File: src/rtl/dtcm_arbiter_pkg.sv
// Shared DTCM sizing constants, arbiter state encodings and the round-robin pick helper.
package dtcm_arbiter_pkg;

    localparam int DTCM_ADDR_WIDTH = 16;
    localparam int DTCM_RAM_DW     = 32;
    localparam int DTCM_RAM_MW     = DTCM_RAM_DW / 8;

    // Arbiter FSM encodings, kept as plain constants for compatibility with older tooling.
    localparam logic [0:0] ARB_IDLE = 1'b0;
    localparam logic [0:0] ARB_LOCK = 1'b1;

    // Requester identifiers carried in the outstanding-ID FIFO.
    localparam logic REQ_M0 = 1'b0;
    localparam logic REQ_M1 = 1'b1;

    // Favoured requester wins when valid, otherwise the other one if valid.
    // With nobody valid the favoured requester is returned (harmless, nothing handshakes).
    function automatic logic rr_pick(input logic ptr, input logic v0, input logic v1);
        logic win;
        if (ptr == REQ_M0) win = v0 ? REQ_M0 : (v1 ? REQ_M1 : REQ_M0);
        else               win = v1 ? REQ_M1 : (v0 ? REQ_M0 : REQ_M1);
        return win;
    endfunction

endpackage

File: src/rtl/dtcm_arbiter_id_fifo.sv
// arb_id_fifo: 1-bit wide synchronous FIFO recording which requester owns each
// outstanding DTCM command, so in-order responses can be steered back.
module arb_id_fifo #(
    parameter int DEPTH = 2,
    parameter int CW    = $clog2(DEPTH + 1)
) (
    input  logic          clk,
    input  logic          rst,
    input  logic          push_i,
    input  logic          pop_i,
    input  logic          din_i,
    output logic          head_o,
    output logic          full_o,
    output logic          empty_o,
    output logic [CW-1:0] count_o
);

    localparam int PW = (DEPTH > 1) ? $clog2(DEPTH) : 1;

    logic [DEPTH-1:0] mem_q;
    logic [PW-1:0]    wr_ptr_q, wr_ptr_d;
    logic [PW-1:0]    rd_ptr_q, rd_ptr_d;
    logic [CW-1:0]    count_q, count_d;

    function automatic logic [PW-1:0] ptr_inc(input logic [PW-1:0] p);
        return (p == PW'(DEPTH - 1)) ? '0 : p + PW'(1);
    endfunction

    // Storage write on push.
    // NOTE: the ID storage has no reset; count/pointers gate every read, so stale entries are never observed.
    // NOTE: sequential state uses <= so every flop samples pre-edge values regardless of statement order.
    always_ff @(posedge clk) begin
        if (push_i) mem_q[wr_ptr_q] <= din_i;
    end

    // Next-state for pointers and occupancy; push and pop together leave count unchanged.
    // NOTE: every output gets a default first so no path leaves a signal unassigned (no latch).
    always_comb begin
        wr_ptr_d = wr_ptr_q;
        rd_ptr_d = rd_ptr_q;
        count_d  = count_q;
        if (push_i) wr_ptr_d = ptr_inc(wr_ptr_q);
        if (pop_i)  rd_ptr_d = ptr_inc(rd_ptr_q);
        case ({push_i, pop_i})
            2'b10:   count_d = count_q + CW'(1);
            2'b01:   count_d = count_q - CW'(1);
            default: count_d = count_q;
        endcase
    end

    // Pointer and count registers with synchronous reset.
    always_ff @(posedge clk) begin
        if (rst) begin
            wr_ptr_q <= '0;
            rd_ptr_q <= '0;
            count_q  <= '0;
        end else begin
            wr_ptr_q <= wr_ptr_d;
            rd_ptr_q <= rd_ptr_d;
            count_q  <= count_d;
        end
    end

    assign head_o  = mem_q[rd_ptr_q];
    assign full_o  = (count_q == CW'(DEPTH));
    assign empty_o = (count_q == '0);
    assign count_o = count_q;

endmodule

File: src/rtl/dtcm_arbiter.sv
// dtcm_arbiter: two-requester round-robin arbiter in front of dtcm_ctrl.
// Commands pass through combinationally; responses return in order and are
// steered by the ID FIFO of outstanding commands.
module dtcm_arbiter
    import dtcm_arbiter_pkg::*;
#(
    parameter int AW         = DTCM_ADDR_WIDTH,
    parameter int DW         = DTCM_RAM_DW,
    parameter int MW         = DTCM_RAM_MW,
    parameter int OUTS_DEPTH = 2
) (
    input  logic          clk,
    input  logic          rst,
    input  logic          m0_cmd_valid,
    output logic          m0_cmd_ready,
    input  logic          m0_cmd_read,
    input  logic [AW-1:0] m0_cmd_addr,
    input  logic [DW-1:0] m0_cmd_wdata,
    input  logic [MW-1:0] m0_cmd_wmask,
    output logic          m0_rsp_valid,
    input  logic          m0_rsp_ready,
    output logic [DW-1:0] m0_rsp_rdata,
    input  logic          m1_cmd_valid,
    output logic          m1_cmd_ready,
    input  logic          m1_cmd_read,
    input  logic [AW-1:0] m1_cmd_addr,
    input  logic [DW-1:0] m1_cmd_wdata,
    input  logic [MW-1:0] m1_cmd_wmask,
    output logic          m1_rsp_valid,
    input  logic          m1_rsp_ready,
    output logic [DW-1:0] m1_rsp_rdata,
    output logic          s_cmd_valid,
    input  logic          s_cmd_ready,
    output logic          s_cmd_read,
    output logic [AW-1:0] s_cmd_addr,
    output logic [DW-1:0] s_cmd_wdata,
    output logic [MW-1:0] s_cmd_wmask,
    input  logic          s_rsp_valid,
    output logic          s_rsp_ready,
    input  logic [DW-1:0] s_rsp_rdata,
    output logic          rsp_err
);

    localparam int CW = $clog2(OUTS_DEPTH + 1);

    logic [0:0]    state_q, state_d;
    logic          grant_q, grant_d;
    logic          rr_q, rr_d;
    logic          err_q, err_d;
    logic          grant;
    logic          req_valid;
    logic          cmd_hs;
    logic          rsp_pop;
    logic          fifo_full, fifo_empty, fifo_head;
    logic [CW-1:0] id_count;

    // Command path: in LOCK the registered grant is held, otherwise arbitrate this cycle.
    assign grant     = (state_q == ARB_LOCK) ? grant_q : rr_pick(rr_q, m0_cmd_valid, m1_cmd_valid);
    assign req_valid = grant ? m1_cmd_valid : m0_cmd_valid;

    // A full FIFO blocks commands even if a pop happens this cycle, keeping rsp off the cmd path.
    assign s_cmd_valid  = req_valid && !fifo_full;
    assign s_cmd_read   = grant ? m1_cmd_read  : m0_cmd_read;
    assign s_cmd_addr   = grant ? m1_cmd_addr  : m0_cmd_addr;
    assign s_cmd_wdata  = grant ? m1_cmd_wdata : m0_cmd_wdata;
    assign s_cmd_wmask  = grant ? m1_cmd_wmask : m0_cmd_wmask;
    assign m0_cmd_ready = s_cmd_ready && (grant == REQ_M0) && !fifo_full;
    assign m1_cmd_ready = s_cmd_ready && (grant == REQ_M1) && !fifo_full;
    assign cmd_hs       = s_cmd_valid && s_cmd_ready;

    // Response path: steer by FIFO head; with nothing outstanding a response is swallowed.
    assign m0_rsp_valid = s_rsp_valid && !fifo_empty && (fifo_head == REQ_M0);
    assign m1_rsp_valid = s_rsp_valid && !fifo_empty && (fifo_head == REQ_M1);
    assign s_rsp_ready  = fifo_empty ? s_rsp_valid : (fifo_head ? m1_rsp_ready : m0_rsp_ready);
    assign rsp_pop      = s_rsp_valid && s_rsp_ready && !fifo_empty;
    assign m0_rsp_rdata = s_rsp_rdata;
    assign m1_rsp_rdata = s_rsp_rdata;
    assign rsp_err      = err_q;

    arb_id_fifo #(
        .DEPTH (OUTS_DEPTH)
    ) u_id_fifo (
        .clk     (clk),
        .rst     (rst),
        .push_i  (cmd_hs),
        .pop_i   (rsp_pop),
        .din_i   (grant),
        .head_o  (fifo_head),
        .full_o  (fifo_full),
        .empty_o (fifo_empty),
        .count_o (id_count)
    );

    // FSM, round-robin pointer and sticky error next-state.
    always_comb begin
        state_d = state_q;
        grant_d = grant_q;
        rr_d    = rr_q;
        err_d   = err_q;
        case (state_q)
            ARB_IDLE: begin
                if (s_cmd_valid && !s_cmd_ready) begin
                    state_d = ARB_LOCK;
                    grant_d = grant;
                end
            end
            ARB_LOCK: begin
                if (cmd_hs) state_d = ARB_IDLE;
            end
            default: state_d = ARB_IDLE;
        endcase
        if (cmd_hs)                    rr_d  = ~grant;
        if (s_rsp_valid && fifo_empty) err_d = 1'b1;
    end

    // Control registers with synchronous active-high reset.
    always_ff @(posedge clk) begin
        if (rst) begin
            state_q <= ARB_IDLE;
            grant_q <= REQ_M0;
            rr_q    <= REQ_M0;
            err_q   <= 1'b0;
        end else begin
            state_q <= state_d;
            grant_q <= grant_d;
            rr_q    <= rr_d;
            err_q   <= err_d;
        end
    end

    // FIFO empty flag must agree with its occupancy count.
    always_ff @(posedge clk) begin
        if (!rst) assert (fifo_empty == (id_count == '0));
    end

endmodule

File: config.mk
export PLATFORM = sky130hd
export DESIGN_NAME = dtcm_arbiter
export DESIGN_NICKNAME = d
export VERILOG_FILES = /design/src/rtl/dtcm_arbiter_pkg.sv /design/src/rtl/dtcm_arbiter_id_fifo.sv /design/src/rtl/dtcm_arbiter.sv
export SDC_FILE = /design/constraint.sdc
export NUM_CORES = 1
export LEC_CHECK = 0
export CORE_MARGIN = 10
export CORE_UTILIZATION = 24
export DETAILED_ROUTE_END_ITERATION = 16
export PLACE_DENSITY = 0.89
export SLEW_MARGIN = 0
export SYNTH_ARGS = -nofsm -noshare
export SYNTH_HDL_FRONTEND = slang
export SYNTH_HIERARCHICAL = 1
export SYNTH_SLANG_ARGS = --single-unit
export TNS_END_PERCENT = 10
File: constraint.sdc
create_clock -name clk -period 2.9 [get_ports clk]
set_clock_uncertainty 0.1 [all_clocks]
set_input_delay 0.725 -clock clk [delete_from_list [all_inputs] [get_ports clk]]
set_output_delay 0.725 -clock clk [all_outputs]
set_load 0.01 [all_outputs]
=== After elaboration in Yosys (flattened, before gate mapping) ===
Index checks and enable logic that the tools add are counted.

* Bits in registers: 10
* Bits of input ports: 146
* Output and inout port bits: 124
* Logic and storage cells: 65

* Add/subtract/negate cells: 4
* Magnitude comparators: 3
* Eq/ne operators: 3
* Multiplexer cells: 24
* Bitwise gates (word level): 3
* Reductions and logical operators: 20

{| class="wikitable"
|+ Operators by type and width
! cell !! count
|-
| two-way mux 32 bit || 1
|-
| two-way mux 1 bit || 17
|-
| two-way mux 16 bit || 1
|-
| logical AND 1 bit || 14
|-
| equality test 2 bit, second input constant || 2
|-
| < comparator 1 x 2 -> 1 bit, second input constant || 2
|-
| two-way mux 4 bit || 1
|-
| case mux 2 bit (2 select lines) || 1
|-
| zero test 1 bit || 3
|-
| inverter 1 bit || 3
|-
| adder 1 bit, second input constant || 2
|-
| adder 2 x 1 -> 2 bit, second input constant || 1
|-
| bitwise mux 2 bit || 1
|-
| equality test 2 x 1 -> 1 bit, second input constant || 1
|-
| zero test 2 bit || 1
|-
| case mux 1 bit (2 select lines) || 1
|-
| AND reduction 2 bit || 1
|-
| nonzero test 2 bit || 1
|-
| subtractor 2 x 1 -> 2 bit, second input constant || 1
|-
| demux 1 bit (select 1 bit) || 1
|-
| greater-or-equal comparator 1 bit, second input constant || 1
|}

=== Logic depth before layout (Yosys ltp) ===
* Depth in word-level cells: 9
* Mapped depth: 8
* Depth with buffers taken out: 8

=== Modules after synthesis ===
Netlist, hierarchy kept.

{| class="wikitable"
|+ Modules (own cells, without submodules)
! module !! times used !! cells an instance !! area each (um^2) !! seq. area each (um^2)
|-
| dtcm_arbiter || 1 || 157 || 1587.8 || 80.1
|-
| arb_id_fifo || 1 || 23 || 252.7 || 140.1
|}

=== Worst setup path before layout ===
Ideal clock, no wire load.

* Kind: input -> output
* From: input m0_cmd_valid
* To: output s_cmd_addr[10]
* Arrival: 1.618 ns
* Slack: 0.457 ns
* Cell stages on the path: 5
* Buffers on the path: 1
* Cell sequence: nor2b_1 -> o211ai_2 -> nand2_4 -> buf_6 -> mux2_4

* Word-level cells in the longest chain between the ends: 5

{| class="wikitable"
|+ RTL lines
! item !! RTL line !! text
|-
| start, declared || dtcm_arbiter.sv:14 || <nowiki>input logic m0_cmd_valid,</nowiki>
|-
| two-way mux 1 bit (2 in a row) || dtcm_arbiter_pkg.sv:21 || <nowiki>else win = v1 ? REQ_M1 : (v0 ? REQ_M0 : REQ_M1);</nowiki>
|-
| two-way mux 1 bit * || dtcm_arbiter_pkg.sv:20 || <nowiki>if (ptr == REQ_M0) win = v0 ? REQ_M0 : (v1 ? REQ_M1 : REQ_M0);</nowiki>
|-
| two-way mux 1 bit * || dtcm_arbiter.sv:58 || <nowiki>assign grant = (state_q == ARB_LOCK) ? grant_q : rr_pick(rr_q, m0_cmd_valid, m1_cmd_valid);</nowiki>
|-
| two-way mux 16 bit * || dtcm_arbiter.sv:64 || <nowiki>assign s_cmd_addr = grant ? m1_cmd_addr : m0_cmd_addr;</nowiki>
|-
| end, declared || dtcm_arbiter.sv:35 || <nowiki>output logic [AW-1:0] s_cmd_addr,</nowiki>
|}

Every way passes the cells marked *; elsewhere a longest branch is shown, timed or not.

=== Worst setup path after layout ===
* From: input m0_cmd_valid
* To: output s_cmd_wdata[10]

* Word-level cells in the longest chain between the ends: 5

{| class="wikitable"
|+ RTL lines
! item !! RTL line !! text
|-
| two-way mux 1 bit (2 in a row) || dtcm_arbiter_pkg.sv:21 ||
|-
| two-way mux 1 bit * || dtcm_arbiter_pkg.sv:20 ||
|-
| two-way mux 1 bit * || dtcm_arbiter.sv:58 ||
|-
| two-way mux 32 bit * || dtcm_arbiter.sv:65 || <nowiki>assign s_cmd_wdata = grant ? m1_cmd_wdata : m0_cmd_wdata;</nowiki>
|-
| end, declared || dtcm_arbiter.sv:36 || <nowiki>output logic [DW-1:0] s_cmd_wdata,</nowiki>
|}

Marked as above.

==> impl_results.md <==
* Status: complete, no violations
* CTS Buf Count at 3
* Flop pwr share at 15.5%
* Rows at 31
* Worst EP arrival at 2.04 ns
* Syn nets at 327
* CP Capture Type: output port
* H-tree levels at 1
* Power per cell area at 348.9 mW/mm^2
* Internal power at 821.9 uW
* Fmax at 348.6 MHz
* Synth Instances at 180
* Post-route ant nets at 0
* Share of cells above drive strength 1 at 38.83%
* Slew @ Worst Pin at 0.2956 ns
* Clk pwr share at 12.1%
* Fin crit period at 2.868 ns
* Yosys cell types at 28
* Final hold violation count at 0
* Clk root buf: clkbuf_8
* Combinational fraction of design power at 72.4%
* Full die area at 0.01157 mm^2
* Core area at 0.007370 mm^2
* Required @ worst endpoint at 2.08 ns
* First-pass GRT wire length at 11.42 mm
* Post-DP HPWL at 6.542 mm
* Static Leak at 0.001485 uW
* #FFs+latches synth at 10
* PortBufs at 173
* Final core occ at 46.62%
* DR WL/cell at 19.45 um
* VDD IR-drop max at 0.3139 mV
* Initial drt markers at 35
* Vias in the first global route at 1834
* Routability congestion estimate at 0.8846
* Fin Setup TNS at 0 ns
* Ports at 270
* DRT Pass-1 Iters at 4
* Clk sink count at 10
* Worst hold path class: reg -> reg
* Ant diodes at 0
* Synthesized cell area at 0.001841 mm^2
* Critical Path Source Type: input pin
* Nets at 457
* Relative max-transition margin at 80.23%
* Die X at 107.6 um
* Initial antenna violation count at 0
* Pre-CTS setup slack at -0.5747 ns
* Vias per inst at 4.145
* Fin crit share at 98.91%
* Vias at 1691
* CP Max Fanout at 8
* Initial Utilization at 24.97%
* Max Root-Sink Buffers at 2
* CTS tree: yes
* Fin. max-slew vios at 0
* Synth-to-Final Area Change at 86.68%
* GRT Total Usage at 12.40%
* Largest net degree at the start of global routing at 16
* Synth Area per Inst at 10.23 um^2
* Setup WS post-layout at 0.03175 ns
* Critical path class: in -> out
* Final setup viols at 0
* Residual DRC at 0
* Net Sw Frac at 31.44%
* Reg clk slew, reported paths at 0.05 ns
* Total Routed Length at 7.936 mm
* GR Overflow Total at 0
* Max-cap violations at 0
* RSZ-0062 raised after global routing: true
* Sequential area share after synthesis at 11.96%
* Yosys warnings at 6
* Skew-Pair Late Insertion Delay at 0.23 ns
* Die Ht at 107.6 um
* Net switching power at 376.9 uW
-- path summary, 6_finish.rpt --
check / endpoint / slack, ns / cells past startpoint / from
worst min register to register: rsp_err / 0.37 / 2 / rsp_err
worst max register to register: u_id_fifo/count_o[1] / 0.68 / 8 / u_id_fifo/count_o[0]
worst max-delay path: s_cmd_wdata[10] / 0.03 / 9 / m0_cmd_valid
worst min-delay path: rsp_err / 0.37 / 2 / rsp_err
-- routing by layer --
layer  GRT usage [%]  wire length, um  vias up
met1           14.21             3097      748
met5               0                0        -
li1                -                -      806
met3           4.132              850        5
met2           22.29             3956      132
met4           1.431               32        0
-- cells in the mapped netlist --
cell / count / share of area (%)
nand2b_1: 4 / 1.4
and2_1: 1 / 0.34
xnor2_1: 3 / 1.4
nor2b_1: 2 / 0.68
o21ai_0: 1 / 0.27
xor2_1: 1 / 0.48
mux2i_1: 1 / 0.54
o211ai_2: 1 / 0.68
a32oi_1: 1 / 0.48
and2b_2: 1 / 0.48
mux2_1: 5 / 3.1
inv_1: 3 / 0.61
buf_4: 64 / 26
ha_1: 1 / 0.68
a211oi_1: 1 / 0.41
mux2_4: 48 / 39
nor3_1: 2 / 0.54
nand2_4: 1 / 0.61
nor2_1: 12 / 2.4
buf_6: 5 / 3.1
dfxtp_1: 8 / 8.7
a211oi_2: 1 / 0.68
edfxtp_1: 2 / 3.3
nand3_1: 1 / 0.27
a21oi_1: 4 / 1.1
nand2_1: 2 / 0.41
or3_1: 1 / 0.34
mux2_2: 3 / 1.8
-- power by group through the flow --
stage / logic [uW] / registers [uW] / clock network (uW)
floorplan: 480 / 185 / 0
global placement: 808 / 186 / 0
detailed placement: 821 / 188 / 0
CTS: 876 / 186 / 149
global route: 922 / 189 / 157
finish: 867 / 186 / 145
-- stage by stage --
| stage | cells | hold WS, ns | area, um^2 | power, uW |
|---|---|---|---|---|
| CTS | 407 | 0.3797 | 3442 | 1212 |
| detailed placement | 394 | 0.3603 | 3267 | 1009 |
| global route | 408 | 0.4128 | 3436 | 1267 |
| global placement | 394 | 0.3557 | 3267 | 994.2 |
| floorplan | 180 | 0.3477 | 1841 | 664.6 |
| finish | 408 | 0.3733 | 3436 | 1199 |
-- cells in the final DEF (no fill, tap or decap), drive strengths merged --
master / count
ha: 1
and2: 1
clkinv: 1
edfxtp: 2
clkbuf: 3
nand2: 3
a21oi: 4
buf: 51
mux2i: 1
nor2b: 2
nand2b: 4
xnor2: 3
or3: 1
xor2: 1
a32oi: 1
o211ai: 1
nor3: 2
dlygate4sd2: 4
nand3: 1
o21ai: 1
inv: 3
dfxtp: 8
and2b: 1
clkdlybuf4s50: 114
a211oi: 2
nor2: 12
mux2: 56
clkdlybuf4s15: 25
-- critical path, stage by stage --
cell      delay, ns
buf_4          0.11
nor2b_2        0.04
o211ai_2       0.19
nand2_4        0.10
buf_12         0.16
buf_12         0.12
buf_16         0.14
mux2_4         0.30
buf_2          0.14
-- registers in the layout (all words and copies together), names as in the netlist, named ones only --
register	flops
u_id_fifo/rd_ptr_q	1
grant_q	1
u_id_fifo/wr_ptr_q	1
u_id_fifo/mem_q	2
rr_q	1
rsp_err	1
u_id_fifo/count_o	2
-- area by class of cell --
class                           count  area, um^2
Clock buffer                        3       41.29
Clock inverter                      1       3.754
Fill cell                         681        3934
Inverter                            3       11.26
Multi-Input combinational cell     98        1090
Sequential cell                    10       220.2
Tap cell                           99       123.9
Timing Repair Buffer              194        1946
-- logic make-up (layout without fill, tap and decap cells) --
kind of cell | after synthesis | after routing | synth area share [%]
buf+inv | 72 | 201 | 29.78
mux | 57 | 57 | 44.60
simple gates | 27 | 27 | 7.478
flops | 10 | 10 | 11.96
compound gates | 9 | 9 | 3.603
xor+xnor | 4 | 4 | 1.904
fa+ha+maj | 1 | 1 | 0.6797
-- what timing repair did --
| action | CTS | global route |
|---|---|---|
| cloned | 4 | 0 |
| gates resized for setup | 185 | 12 |
| hold buffers | 0 | 0 |
| setup buffers | 5 | 1 |
| pin swaps | 2 | 2 |
| endpoints found under the setup margin | 57 | 41 |
| hold endpoints to repair | 0 | 0 |
Power figures use the tool's default switching activity.
